==> config.mk <==
export PLATFORM = sky130hd
export DESIGN_NAME = spi_sram_reader
export DESIGN_NICKNAME = d
export VERILOG_FILES = /design/src/rtl/spi_con.sv /design/src/rtl/spi_byte_fifo.sv /design/src/rtl/spi_sram_reader.sv
export SDC_FILE = /design/constraint.sdc
export NUM_CORES = 1
export LEC_CHECK = 0
export BUFFER_PORTS_ARGS = -buffer_cell sky130_fd_sc_hd__buf_2
export CORE_UTILIZATION = 65
export DETAILED_ROUTE_END_ITERATION = 10
export GPL_ROUTABILITY_DRIVEN = 0
export GPL_TIMING_DRIVEN = 0
export HOLD_SLACK_MARGIN = 0.08
export PLACE_DENSITY = 0.94
export SLEW_MARGIN = 20
export SYNTH_ARGS = -nofsm -noshare
export SYNTH_HDL_FRONTEND = slang
export SYNTH_SLANG_ARGS = --single-unit
export TNS_END_PERCENT = 50
==> constraint.sdc <==
create_clock -name clk -period 10.25 [get_ports clk]
set_clock_uncertainty 0.15 [all_clocks]
set_input_delay 2.05 -clock clk [delete_from_list [all_inputs] [get_ports clk]]
set_output_delay 2.05 -clock clk [all_outputs]
set_load 0.01 [all_outputs]
==> src/rtl/spi_con.sv <==
// Shared constants and state encoding for the serial SRAM frame-store read path.
package spi_con;
  localparam int                    OPCODEBITS  = 8;
  localparam logic [OPCODEBITS-1:0] READ_OPCODE = 8'h03;
  localparam int                    ADDRESSBITS = 24;

  typedef enum logic [2:0] {
    IDLE,
    OPCODE,
    ADDRESS,
    DATA,
    FINISH
  } spi_rd_state_t;
endpackage

==> src/rtl/spi_byte_fifo.sv <==
// Synchronous show-ahead byte FIFO: the head entry is always visible on head while valid is high.
module spi_byte_fifo #(
  parameter int DEPTH = 16,
  parameter int WIDTH = 8
) (
  input  logic                   clk,
  input  logic                   rst,
  input  logic                   push,
  input  logic [WIDTH-1:0]       push_data,
  input  logic                   pop,
  output logic [WIDTH-1:0]       head,
  output logic                   valid,
  output logic [$clog2(DEPTH):0] count
);
  localparam int AW = $clog2(DEPTH);

  logic [WIDTH-1:0] mem [DEPTH];
  logic [AW-1:0]    wr_ptr;
  logic [AW-1:0]    rd_ptr;
  logic             do_push;
  logic             do_pop;

  assign do_push = push && (count != (AW + 1)'(DEPTH));
  assign do_pop  = pop && (count != '0);

  // NOTE: storage is not reset; only pointers and count need defined values, so the array can map onto RAM.
  // NOTE: sequential state is assigned with <= so every register samples pre-edge values.
  always_ff @(posedge clk) begin
    if (do_push) mem[wr_ptr] <= push_data;
  end

  always_ff @(posedge clk or posedge rst) begin
    if (rst) begin
      wr_ptr <= '0;
      rd_ptr <= '0;
      count  <= '0;
    end else begin
      if (do_push) wr_ptr <= wr_ptr + 1'b1;
      if (do_pop)  rd_ptr <= rd_ptr + 1'b1;
      case ({do_push, do_pop})
        2'b10:   count <= count + 1'b1;
        2'b01:   count <= count - 1'b1;
        default: ;
      endcase
    end
  end

  assign head  = mem[rd_ptr];
  assign valid = (count != '0);
endmodule

==> src/rtl/spi_sram_reader.sv <==
// Sequential-read SPI master for the serial SRAM frame store; fills a pixel FIFO and pauses sck while it is full.
module spi_sram_reader
  import spi_con::*;
#(
  parameter int ADDRESSBITS = spi_con::ADDRESSBITS,
  parameter int LENBITS     = 10,
  parameter int FIFO_DEPTH  = 16
) (
  input  logic                        clk,
  input  logic                        rst,
  input  logic                        start,
  input  logic [ADDRESSBITS-1:0]      start_addr,
  input  logic [LENBITS-1:0]          length,
  input  logic                        abort,
  output logic                        busy,
  output logic                        done,
  output logic                        cs,
  output logic                        sck,
  output logic                        si,
  input  logic                        so,
  output logic [7:0]                  pix_data,
  output logic                        pix_valid,
  input  logic                        pix_ready,
  output logic [$clog2(FIFO_DEPTH):0] fifo_level
);
  localparam int SRW  = OPCODEBITS + ADDRESSBITS;
  localparam int CNTW = $clog2((ADDRESSBITS > OPCODEBITS) ? ADDRESSBITS : OPCODEBITS);

  localparam logic [CNTW-1:0] OP_LAST   = CNTW'(OPCODEBITS - 1);
  localparam logic [CNTW-1:0] ADDR_LAST = CNTW'(ADDRESSBITS - 1);
  localparam logic [CNTW-1:0] BYTE_LAST = CNTW'(7);

  spi_rd_state_t      state_q, state_d;
  logic               phase_q, phase_d;
  logic [CNTW-1:0]    bit_cnt_q, bit_cnt_d;
  logic [LENBITS-1:0] byte_cnt_q, byte_cnt_d;
  logic               waiting_q, waiting_d;
  logic               fin_q, fin_d;
  logic [SRW-1:0]     tx_q, tx_d;
  logic [7:0]         rx_q, rx_d;
  logic               cs_q, cs_d;
  logic               sck_q, sck_d;
  logic               si_q, si_d;
  logic               done_q, done_d;
  logic               zlen_q, zlen_d;

  logic push;
  logic pop;
  logic room_idle;
  logic room_push;

  // Room checks use the registered level only, so a pop never shortens a stall within the same cycle.
  assign room_idle = int'(fifo_level) < FIFO_DEPTH;
  assign room_push = int'(fifo_level) + 1 < FIFO_DEPTH;
  assign pop       = pix_valid && pix_ready;

  always_ff @(posedge clk or posedge rst) begin
    if (rst) begin
      state_q    <= IDLE;
      phase_q    <= 1'b0;
      bit_cnt_q  <= '0;
      byte_cnt_q <= '0;
      waiting_q  <= 1'b0;
      fin_q      <= 1'b0;
      tx_q       <= '0;
      rx_q       <= '0;
      cs_q       <= 1'b1;
      sck_q      <= 1'b0;
      si_q       <= 1'b0;
      done_q     <= 1'b0;
      zlen_q     <= 1'b0;
    end else begin
      state_q    <= state_d;
      phase_q    <= phase_d;
      bit_cnt_q  <= bit_cnt_d;
      byte_cnt_q <= byte_cnt_d;
      waiting_q  <= waiting_d;
      fin_q      <= fin_d;
      tx_q       <= tx_d;
      rx_q       <= rx_d;
      cs_q       <= cs_d;
      sck_q      <= sck_d;
      si_q       <= si_d;
      done_q     <= done_d;
      zlen_q     <= zlen_d;
    end
  end

  always_comb begin
    // NOTE: every signal gets a default before the case so no path can infer a latch.
    state_d    = state_q;
    phase_d    = phase_q;
    bit_cnt_d  = bit_cnt_q;
    byte_cnt_d = byte_cnt_q;
    waiting_d  = waiting_q;
    fin_d      = fin_q;
    tx_d       = tx_q;
    rx_d       = rx_q;
    cs_d       = cs_q;
    sck_d      = sck_q;
    si_d       = si_q;
    done_d     = 1'b0;
    zlen_d     = 1'b0;
    push       = 1'b0;

    case (state_q)
      IDLE: begin
        if (zlen_q) begin
          done_d = 1'b1;
        end else if (start) begin
          if (length == '0) begin
            zlen_d = 1'b1;
          end else begin
            state_d    = OPCODE;
            cs_d       = 1'b0;
            sck_d      = 1'b0;
            tx_d       = {READ_OPCODE, start_addr};
            si_d       = READ_OPCODE[OPCODEBITS-1];
            phase_d    = 1'b0;
            bit_cnt_d  = '0;
            byte_cnt_d = length;
            waiting_d  = 1'b0;
          end
        end
      end

      FINISH: begin
        if (fin_q) begin
          state_d = IDLE;
          done_d  = 1'b1;
          fin_d   = 1'b0;
        end else begin
          fin_d = 1'b1;
        end
      end

      default: begin
        if (abort) begin
          state_d   = FINISH;
          cs_d      = 1'b1;
          sck_d     = 1'b0;
          si_d      = 1'b0;
          fin_d     = 1'b0;
          waiting_d = 1'b0;
          phase_d   = 1'b0;
        end else if (!phase_q) begin
          if (state_q == DATA && waiting_q) begin
            if (room_idle) waiting_d = 1'b0;
          end else begin
            sck_d   = 1'b1;
            phase_d = 1'b1;
            if (state_q == DATA) rx_d = {rx_q[6:0], so};
          end
        end else begin
          sck_d     = 1'b0;
          phase_d   = 1'b0;
          bit_cnt_d = bit_cnt_q + 1'b1;
          case (state_q)
            OPCODE: begin
              tx_d = tx_q << 1;
              si_d = tx_q[SRW-2];
              if (bit_cnt_q == OP_LAST) begin
                state_d   = ADDRESS;
                bit_cnt_d = '0;
              end
            end
            ADDRESS: begin
              tx_d = tx_q << 1;
              si_d = tx_q[SRW-2];
              if (bit_cnt_q == ADDR_LAST) begin
                state_d   = DATA;
                bit_cnt_d = '0;
                si_d      = 1'b0;
                waiting_d = !room_idle;
              end
            end
            DATA: begin
              if (bit_cnt_q == BYTE_LAST) begin
                push       = 1'b1;
                bit_cnt_d  = '0;
                byte_cnt_d = byte_cnt_q - 1'b1;
                if (byte_cnt_q == LENBITS'(1)) begin
                  state_d = FINISH;
                  cs_d    = 1'b1;
                  fin_d   = 1'b0;
                end else begin
                  waiting_d = !room_push;
                end
              end
            end
            default: ;
          endcase
        end
      end
    endcase
  end

  spi_byte_fifo #(
    .DEPTH (FIFO_DEPTH),
    .WIDTH (8)
  ) u_fifo (
    .clk       (clk),
    .rst       (rst),
    .push      (push),
    .push_data (rx_q),
    .pop       (pop),
    .head      (pix_data),
    .valid     (pix_valid),
    .count     (fifo_level)
  );

  assign busy = (state_q != IDLE);
  assign done = done_q;
  assign cs   = cs_q;
  assign sck  = sck_q;
  assign si   = si_q;
endmodule
==> impl_metrics.json, run 1 <==
{
  "grt_overflow": 0,
  "setup_viol": 0,
  "min_period_over_period_pct": 49.9,
  "vias": 5928,
  "postRouteAntennaNets": 0,
  "cpPeakStageDelay_ns": 0.56,
  "post_cts_buffers": 0,
  "io_pins": 59,
  "p_per_area_nw_per_um2": 283,
  "wire_per_inst_um": 22.5,
  "path_clk_slew_ns": 0.06,
  "layout-drive-gt1-share_pct": 25.5,
  "worst_path_dominant_cell_family": "buffers and inverters",
  "synth_common_cells": "edfxtp_1, dfrtp_1, nand2_1, nor2_1, mux4_2",
  "rr_worst_depth": 13,
  "max_freq_mhz": 195,
  "htree_levels": 1,
  "insertion_delay_ns": 0.49,
  "synth_top_area_share_pct": 42.3,
  "wl_mm": 20.6,
  "antenna_cells": 0,
  "yosysSeqAreaShare_pct": 63.8,
  "die_w_um": 120,
  "min_path_cells": 2,
  "synth_edf_count": 128,
  "power_leakage_nw": 3.92,
  "dieHeight_um": 120,
  "hold_violations": 0,
  "critPathLaunchType": "flip-flop",
  "drc": 0,
  "fin_nets": 777,
  "dpl.hpwl_mm": 13.6,
  "synth_top_flop_cell": "edfxtp_1",
  "cp_max_fo": 10,
  "cp.required_ns": 8.05,
  "track_usage_pct": 29.9,
  "crit_arrival_ns": 2.92,
  "synth_most_common_cell": "edfxtp_1",
  "die_area_um2": 14500,
  "crit_chain": "clkbuf_1 -> buf_1 -> mux4_2 -> mux4_2 -> buf_2",
  "nFillCells": 799,
  "status": "complete, no violations",
  "max_slew.worst_pin.slew_ns": 0.887,
  "root_buffer": "clkbuf_16",
  "synthTopCellsByArea": "edfxtp_1, dfrtp_1, mux4_2",
  "stdcell_count": 916,
  "dp.cells": 878,
  "synth_area_um2": 9090,
  "via_per_inst": 6.47,
  "fin_setup_tns_ns": 0,
  "final_util_pct": 77.0,
  "cap_violations": 0,
  "regArea_um2": 5800,
  "yosys_warnings": 0,
  "synth_nets": 695,
  "cts_max_path_buffers": 3,
  "cts-hold-fix-buffers": 0,
  "netlist_instances": 643,
  "clkSinkCount": 206,
  "ys_seq_elements": 206,
  "initial_core_util_pct": 67.5,
  "ir_worst_vdd_mv": 0.201,
  "multi_input_area_um2": 3010,
  "period_needed_ns": 5.12,
  "cts_buffers": 21,
  "ys_types": 76,
  "antenna_found_initial": 0,
  "ys_async_sr_fraction_pct": 37.9,
  "cp_slowest_cell": "buf_1",
  "cts_resized": 0,
  "avgSynthCellArea_um2": 14.1,
  "drt_first_iter_violations": 539,
  "grt_pass1_vias": 6004,
  "first_pass_iters": 5,
  "synth_top_cell_by_area": "edfxtp_1",
  "io_buffers": 58,
  "hold_path.class": "flip-flop to flip-flop",
  "core-area_um2": 13500,
  "path_buf_inv": 3,
  "rsz0062_at_grt": "no",
  "drv_slew": 0,
  "grt_pass1_wl_mm": 32.3,
  "grt_max_degree": 41,
  "cp_num_cells": 5,
  "cts_tree": "yes",
  "critPathMostFrequentCell": "mux4_2",
  "path_class": "flip-flop to primary output",
  "synthToLayoutAreaGrowth_pct": 14.0,
  "relSlewSlack_pct": 40.8,
  "crit_path_end_kind": "primary output",
  "core.rowCount": 42
}
[final timing paths]
| kind | start | endpoint | slack (ns) |
|---|---|---|---|
| setup / recovery | u_fifo.rd_ptr[1] | pix_data[4] | 5.13 |
| hold / removal | tx_q[26] | tx_q[27] | 0.36 |
| setup reg to reg | bit_cnt_q[1] | u_fifo.count[4] | 6.22 |
| hold reg to reg | tx_q[26] | tx_q[27] | 0.36 |
| max in group asynchronous | rst | u_fifo.rd_ptr[2] | 7.93 |
| min in group asynchronous | rst | tx_q[21] | 1.44 |
[area by class of cell]
| type | count | share of cell area, % |
|---|---|---|
| inverters | 24 | 0.894 |
| repair buffers | 59 | 2.99 |
| plain buffers | 36 | 1.99 |
| multi-input cells | 377 | 29.1 |
| clock inverters | 14 | 1.70 |
| clock buffers | 24 | 5.28 |
| well taps | 176 | 2.13 |
| flip-flops and latches | 206 | 55.9 |
[registers in the layout, indices dropped and copies added, names as in the netlist, 3 cells and up]
| register | flops |
|---|---|
| u_fifo.mem | 128 |
| u_fifo.rd_ptr | 4 |
| u_fifo.count | 5 |
| bit_cnt_q | 5 |
| state_q | 3 |
| tx_q | 31 |
| u_fifo.wr_ptr | 4 |
| byte_cnt_q | 10 |
| rx_q | 8 |
[report_power, final]
group | switching, mW | total [mW] | internal (mW)
Clock | 0.314 | 0.799 | 0.485
Sequential | 0.116 | 1.14 | 1.03
Combinational | 0.570 | 0.996 | 0.426
[cell usage in the layout (no fill, tap or decap), types with 15 or more instances in the layout]
| cell | n |
|---|---|
| a31oi_1 | 27 |
| edfxtp_1 | 128 |
| nand3_1 | 16 |
| mux4_2 | 40 |
| inv_1 | 22 |
| nand2_1 | 67 |
| nor2_1 | 54 |
| dfrtp_1 | 77 |
| o21ai_0 | 20 |
| clkbuf_16 | 21 |
| buf_2 | 67 |
| a21oi_1 | 15 |
[layer usage]
metal	wire (µm)	GRT usage, %	part of all wire (%)
met1	7580	37.6	37
met2	10900	53.0	53
met3	1530	5.00	7.4
met4	608	10.1	3.0
met5	0	0	0
[tightest hold or removal path: stages, from the launching register on]
cell and delay (ns):
dfrtp_1 0.35, nand3_1 0.06, o21ai_0 0.06
[cell families after synthesis]
logic type | Yosys count | share of synthesized area, %
AOI/OAI and AO/OA | 106 | 8.36
xor gates and xnor gates | 13 | 1.25
adders and majority gates | 14 | 1.89
buffers and inverters | 60 | 3.26
DFF | 206 | 63.8
muxes | 51 | 11.3
and+or+nand+nor | 193 | 10.2
[per-stage QoR]
| stage | hold WS, ns | power, mW | area [µm²] | setup WS (ns) |
|---|---|---|---|---|
| after floorplan | 0.318 | 1.85 | 9090 | 5.55 |
| after global placement | 0.331 | 2.06 | 9600 | 5.10 |
| after detailed placement | 0.339 | 2.13 | 9620 | 4.91 |
| after CTS | 0.361 | 2.94 | 10300 | 5.11 |
| after global routing | 0.375 | 3.07 | 10400 | 5.03 |
| final | 0.360 | 2.94 | 10400 | 5.13 |
(Power assumes the default switching activity.)
==> run 2: changes to the inputs <==
--- a/config.mk
+++ b/config.mk
@@ -5,13 +5,14 @@
 export SDC_FILE = /design/constraint.sdc
 export NUM_CORES = 1
 export LEC_CHECK = 0
+export ABC_AREA = 1
 export BUFFER_PORTS_ARGS = -buffer_cell sky130_fd_sc_hd__buf_2
-export CORE_UTILIZATION = 65
+export CORE_UTILIZATION = 55
 export DETAILED_ROUTE_END_ITERATION = 10
 export GPL_ROUTABILITY_DRIVEN = 0
 export GPL_TIMING_DRIVEN = 0
 export HOLD_SLACK_MARGIN = 0.08
-export PLACE_DENSITY = 0.94
+export PLACE_DENSITY = 0.85
 export SLEW_MARGIN = 20
 export SYNTH_ARGS = -nofsm -noshare
 export SYNTH_HDL_FRONTEND = slang
==> constraint.sdc (replaced) <==
create_clock -name clk -period 4.35 [get_ports clk]
set_clock_uncertainty 0.15 [all_clocks]
set_input_delay 0.87 -clock clk [delete_from_list [all_inputs] [get_ports clk]]
set_output_delay 0.87 -clock clk [all_outputs]
set_load 0.01 [all_outputs]
==> impl_metrics.json, run 2 <==
{
  "status": "complete, no violations",
  "yosys_warnings": 0,
  "root_buffer": "clkbuf_16",
  "core-area_um2": 16800,
  "stdcell_count": 1329,
  "vias": 7630,
  "dieHeight_um": 134,
  "avgSynthCellArea_um2": 9.45,
  "r2r_end": "u_fifo.count[4]",
  "htree_levels": 1,
  "cts_resized": 0,
  "io_pins": 59,
  "placed_area_um2": 10100,
  "nFillCells": 1239,
  "final_util_pct": 65.0,
  "path_class": "flip-flop to primary output",
  "drt_first_iter_violations": 758,
  "wire_per_inst_um": 17.1,
  "holdWs_ns": 0.226,
  "yosysSeqAreaShare_pct": 60.7,
  "final_cell_mix": "nand2_1, nor2_1, edfxtp_1, o21ai_0, dfrtp_1",
  "grt_pass1_vias": 7392,
  "drc": 0,
  "cts_buffers": 22,
  "crit_path_end_kind": "primary output",
  "fin_nets": 1145,
  "synth_common_cells": "nand2_1, nor2_1, edfxtp_1, o21ai_0, dfrtp_1",
  "post_cts_buffers": 0,
  "synthToLayoutAreaGrowth_pct": 14.1,
  "antenna_found_initial": 0,
  "die_area_um2": 17900,
  "grt_overflow": 0,
  "crit_arrival_ns": 2.79,
  "grt_max_degree": 42,
  "drv_slew": 0,
  "synth_nets": 1062,
  "ys_async_sr_fraction_pct": 37.9,
  "layout_commonest_cell": "nand2_1",
  "cts_max_path_buffers": 3,
  "critPathLaunchType": "flip-flop",
  "largestRegisters": "u_fifo.mem (128), tx_q (31), byte_cnt_q (10)",
  "grt_pass1_wl_mm": 36.9,
  "synth_top_flop_cell": "edfxtp_1",
  "insertion_delay_ns": 0.52,
  "rr_startpoint": "bit_cnt_q[0]",
  "layout-drive-gt1-share_pct": 12.5,
  "initial_core_util_pct": 57.0,
  "ys_types": 37,
  "die_w_um": 134,
  "ys_seq_elements": 206,
  "io_buffers": 58,
  "netlist_instances": 1010,
  "synth_top_cell_by_area": "edfxtp_1",
  "finalPower_mw": 8.02,
  "fin_area_um2": 10900,
  "first_pass_iters": 5,
  "post-place-ws_ns": 1.02,
  "synth_edf_count": 128,
  "r2r_slack_ns": 1.30,
  "cp.required_ns": 3.33,
  "clkSinkCount": 206,
  "worst_slack_ns": 0.542,
  "rsz0062_at_grt": "no",
  "p_per_area_nw_per_um2": 736,
  "synth_most_common_cell": "nand2_1",
  "ir_worst_vdd_mv": 0.573,
  "max_freq_mhz": 263,
  "setup_viol": 0,
  "core.rowCount": 47,
  "hold_path.class": "input pin to async pin",
  "min_period_over_period_pct": 87.5,
  "period_needed_ns": 3.81,
  "power_leakage_nw": 4.65,
  "synthTopCellsByArea": "edfxtp_1, dfrtp_1, nand2_1",
  "fin_setup_tns_ns": 0,
  "max_slew.worst_pin.slew_ns": 0.986,
  "synth_area_um2": 9550,
  "rr_worst_depth": 16,
  "cts_tree": "yes",
  "track_usage_pct": 26.3,
  "hold_violations": 0,
  "via_per_inst": 5.74,
  "path_clk_slew_ns": 0.06,
  "dp.cells": 1289,
  "wl_mm": 22.7,
  "postRouteAntennaNets": 0,
  "relSlewSlack_pct": 34.0,
  "cts-hold-fix-buffers": 0,
  "largest_register_ffs": 128,
  "cp_max_fo": 10,
  "synth_top_area_share_pct": 40.3,
  "cap_violations": 0,
  "top_register": "u_fifo.mem",
  "antenna_cells": 0,
  "dpl.hpwl_mm": 15.0
}
-- run 2: cell families (layout without fill, tap and decap cells) --
family                     after synthesis  count (layout)  synth area share (%)
xor gates and xnor gates                14              14                  1.28
AOI/OAI and AO/OA                      188             188                  11.1
DFF                                    206             206                  60.7
adders and majority gates               12              12                  1.57
buffers and inverters                  112             211                  4.90
and+or+nand+nor                        478             478                  20.5
-- run 2: power breakdown --
group	leakage, nW	internal (mW)	total [mW]	switching (mW)
clock network	0.366	1.17	1.95	0.781
logic	2.17	1.01	3.16	2.14
registers	2.12	2.54	2.91	0.368
total	4.65	4.73	8.02	3.29
-- run 2: how the worst max path moves through the flow --
stage	endpoint	depth (start not counted)	from	slack, ns
5_1_grt	pix_data[5]	7	u_fifo.rd_ptr[1]	0.41
3_5_place_dp	u_fifo.count[4]	17	abort	1.02
2_1_floorplan	bit_cnt_q[0]	1	rst	1.34
6_report	pix_data[5]	7	u_fifo.rd_ptr[1]	0.54
4_1_cts	pix_data[5]	7	u_fifo.rd_ptr[1]	0.61
3_3_place_gp	tx_q[21]	2	rst	0.39
-- run 2: area by class of cell --
type	count	area (µm²)	area share, %
buffer	44	213	1.95
clock buffer	29	608	5.58
clock inverter	11	149	1.37
inverter	68	258	2.37
multi-input combinational	692	3280	30.1
sequential	206	5800	53.2
tap	220	275	2.53
timing repair buffer	59	310	2.85
-- run 2: critical path, cell delays in order, from the launching register on --
cell and delay (ns):
dfrtp_1 0.42, clkbuf_1 0.42, clkbuf_1 0.49, o21ai_0 0.21, o21ai_0 0.37, o211ai_1 0.14, nand2_1 0.10, buf_2 0.13
-- run 2: metal layers --
metal  vias to the layer above  routed length (µm)  GRT usage, %
met5                         -                   0             0
met4                         0                 602          9.22
li1                       3559                   -             -
met2                       393               11400          45.9
met1                      3621                8780          32.9
met3                        57                1930          4.38
==> run 3: changes to the inputs <==
--- a/config.mk
+++ b/config.mk
@@ -7,12 +7,12 @@
 export LEC_CHECK = 0
 export ABC_AREA = 1
 export BUFFER_PORTS_ARGS = -buffer_cell sky130_fd_sc_hd__buf_2
-export CORE_UTILIZATION = 55
+export CORE_UTILIZATION = 50
 export DETAILED_ROUTE_END_ITERATION = 10
 export GPL_ROUTABILITY_DRIVEN = 0
 export GPL_TIMING_DRIVEN = 0
 export HOLD_SLACK_MARGIN = 0.08
-export PLACE_DENSITY = 0.85
+export PLACE_DENSITY = 0.79
 export SLEW_MARGIN = 20
 export SYNTH_ARGS = -nofsm -noshare
 export SYNTH_HDL_FRONTEND = slang
==> impl_metrics.json, run 3 (synthesized netlist as in run 2, its figures left out) <==
{
  "drc": 0,
  "nFillCells": 1558,
  "top_register": "u_fifo.mem",
  "dieHeight_um": 140,
  "path_clk_slew_ns": 0.06,
  "die_w_um": 140,
  "pwr-share-clk_pct": 22.4,
  "io_pins": 59,
  "drt_first_iter_violations": 756,
  "fin_nets": 1145,
  "antenna_found_initial": 0,
  "cts_resized": 0,
  "wl_mm": 22.4,
  "fin_setup_tns_ns": 0,
  "largestRegisters": "u_fifo.mem (128), tx_q (31), byte_cnt_q (10)",
  "cp_max_fo": 10,
  "grt_max_degree": 41,
  "io_buffers": 58,
  "regArea_um2": 5800,
  "layout-drive-gt1-share_pct": 12.2,
  "layout_commonest_cell": "nand2_1",
  "grt_pass1_wl_mm": 36.5,
  "cts-hold-fix-buffers": 0,
  "htree_levels": 1,
  "cap_violations": 0,
  "max_slew.worst_pin.slew_ns": 0.929,
  "postRouteAntennaNets": 0,
  "p_switching_mw": 3.23,
  "die_area_um2": 19700,
  "critPathLaunchType": "flip-flop",
  "post_cts_buffers": 0,
  "crit_chain": "clkbuf_1 -> clkbuf_1 -> o21ai_0 -> o21ai_0 -> o211ai_1 -> nand2_1 -> buf_2",
  "root_buffer": "clkbuf_16",
  "hold_path.class": "input pin to async pin",
  "vias": 7441,
  "path_class": "flip-flop to primary output",
  "track_usage_pct": 23.6,
  "internal_power_mw": 4.58,
  "combPwrFrac_pct": 40.1,
  "core-area_um2": 18700,
  "grt_overflow": 0,
  "power_leakage_nw": 4.62,
  "cts_buffers": 22,
  "cpPeakStageDelay_ns": 0.47,
  "rr_worst_depth": 16,
  "clkSinkCount": 206,
  "insertion_delay_ns": 0.50,
  "final_cell_mix": "nand2_1, nor2_1, edfxtp_1, o21ai_0, dfrtp_1",
  "cts_tree": "yes",
  "core.rowCount": 50,
  "dpl.hpwl_mm": 15.1,
  "ir_worst_vdd_mv": 0.350,
  "wire_per_inst_um": 16.7,
  "placed_area_um2": 10200,
  "synthToLayoutAreaGrowth_pct": 13.3,
  "period_needed_ns": 3.80,
  "first_pass_iters": 5,
  "crit_path_end_kind": "primary output",
  "grt_pass1_vias": 7291,
  "status": "complete, no violations",
  "via_per_inst": 5.54,
  "drv_slew": 0,
  "relSlewSlack_pct": 37.8,
  "cp_slowest_cell": "clkbuf_1",
  "fin_area_um2": 10800,
  "largest_register_ffs": 128,
  "hold_violations": 0,
  "crit_arrival_ns": 2.78,
  "cts_max_path_buffers": 3,
  "cp.required_ns": 3.33,
  "sequentialPowerShare_pct": 37.5,
  "antenna_cells": 0,
  "switching_share_pct": 41.4,
  "max_freq_mhz": 263,
  "p_per_area_nw_per_um2": 722,
  "min_period_over_period_pct": 87.3,
  "rsz0062_at_grt": "no",
  "initial_core_util_pct": 51.1,
  "multi_input_area_um2": 3280,
  "setup_viol": 0
}
-- run 3: cell types whose count changed in the layout (fill, tap and decap cells not counted), sizes merged --
cell | before | now
clkinv | 6 | 10
bufinv | 3 | 1
inv | 69 | 67
clkinvlp | 1 | 0
-- run 3: layout make-up --
cell class	count	share of cell area, %
plain buffers	44	1.97
clock buffers	29	5.53
clock inverters	10	0.647
inverters	68	2.38
multi-input cells	692	30.3
flip-flops and latches	206	53.6
well taps	234	2.71
repair buffers	59	2.87
-- run 3: power by group through the flow --
stage	clock [mW]	combinational (mW)	sequential [mW]
2_1_floorplan	0	2.19	2.82
3_3_place_gp	0	2.99	2.94
3_5_place_dp	0	3.09	2.95
4_1_cts	1.77	3.10	2.92
5_1_grt	1.85	3.53	2.97
6_report	1.75	3.13	2.93
-- run 3: worst paths after layout --
check                                  from         endpoint  slack [ns]
max                        u_fifo.rd_ptr[1]      pix_data[0]        0.55
min                                     rst  u_fifo.count[0]        0.26
max reg2reg                    bit_cnt_q[0]  u_fifo.count[4]        1.23
min reg2reg                          zlen_q           zlen_q        0.28
max in group asynchronous               rst          rx_q[0]        3.19
min in group clk                     zlen_q           zlen_q        0.28
-- run 3: metal layers --
metal	wire length, µm	track usage [%]	vias to the layer above
met5	0	0	-
met4	736	8.91	0
met3	1800	4.79	60
met2	10700	39.8	331
met1	9180	30.2	3484
li1	-	-	3566
-- run 3: worst max-delay path, delay by kind of cell, from the launching register on --
family	cells	cell delay (ns)
flops	1	0.43
compound gates	3	0.65
buf+inv	3	1.07
simple gates	1	0.12
-- run 3: stage by stage --
stage	worst slack (ns)	instances	utilization, %	hold slack [ns]	total power [mW]
after CTS	0.596	1342	57.9	0.269	7.79
after floorplan	1.34	1010	-	0.260	5.01
after detailed placement	1.04	1303	54.3	0.274	6.04
final	0.552	1342	57.9	0.256	7.81
after global placement	0.348	1302	54.2	0.269	5.93
after global routing	0.402	1342	57.9	0.292	8.35
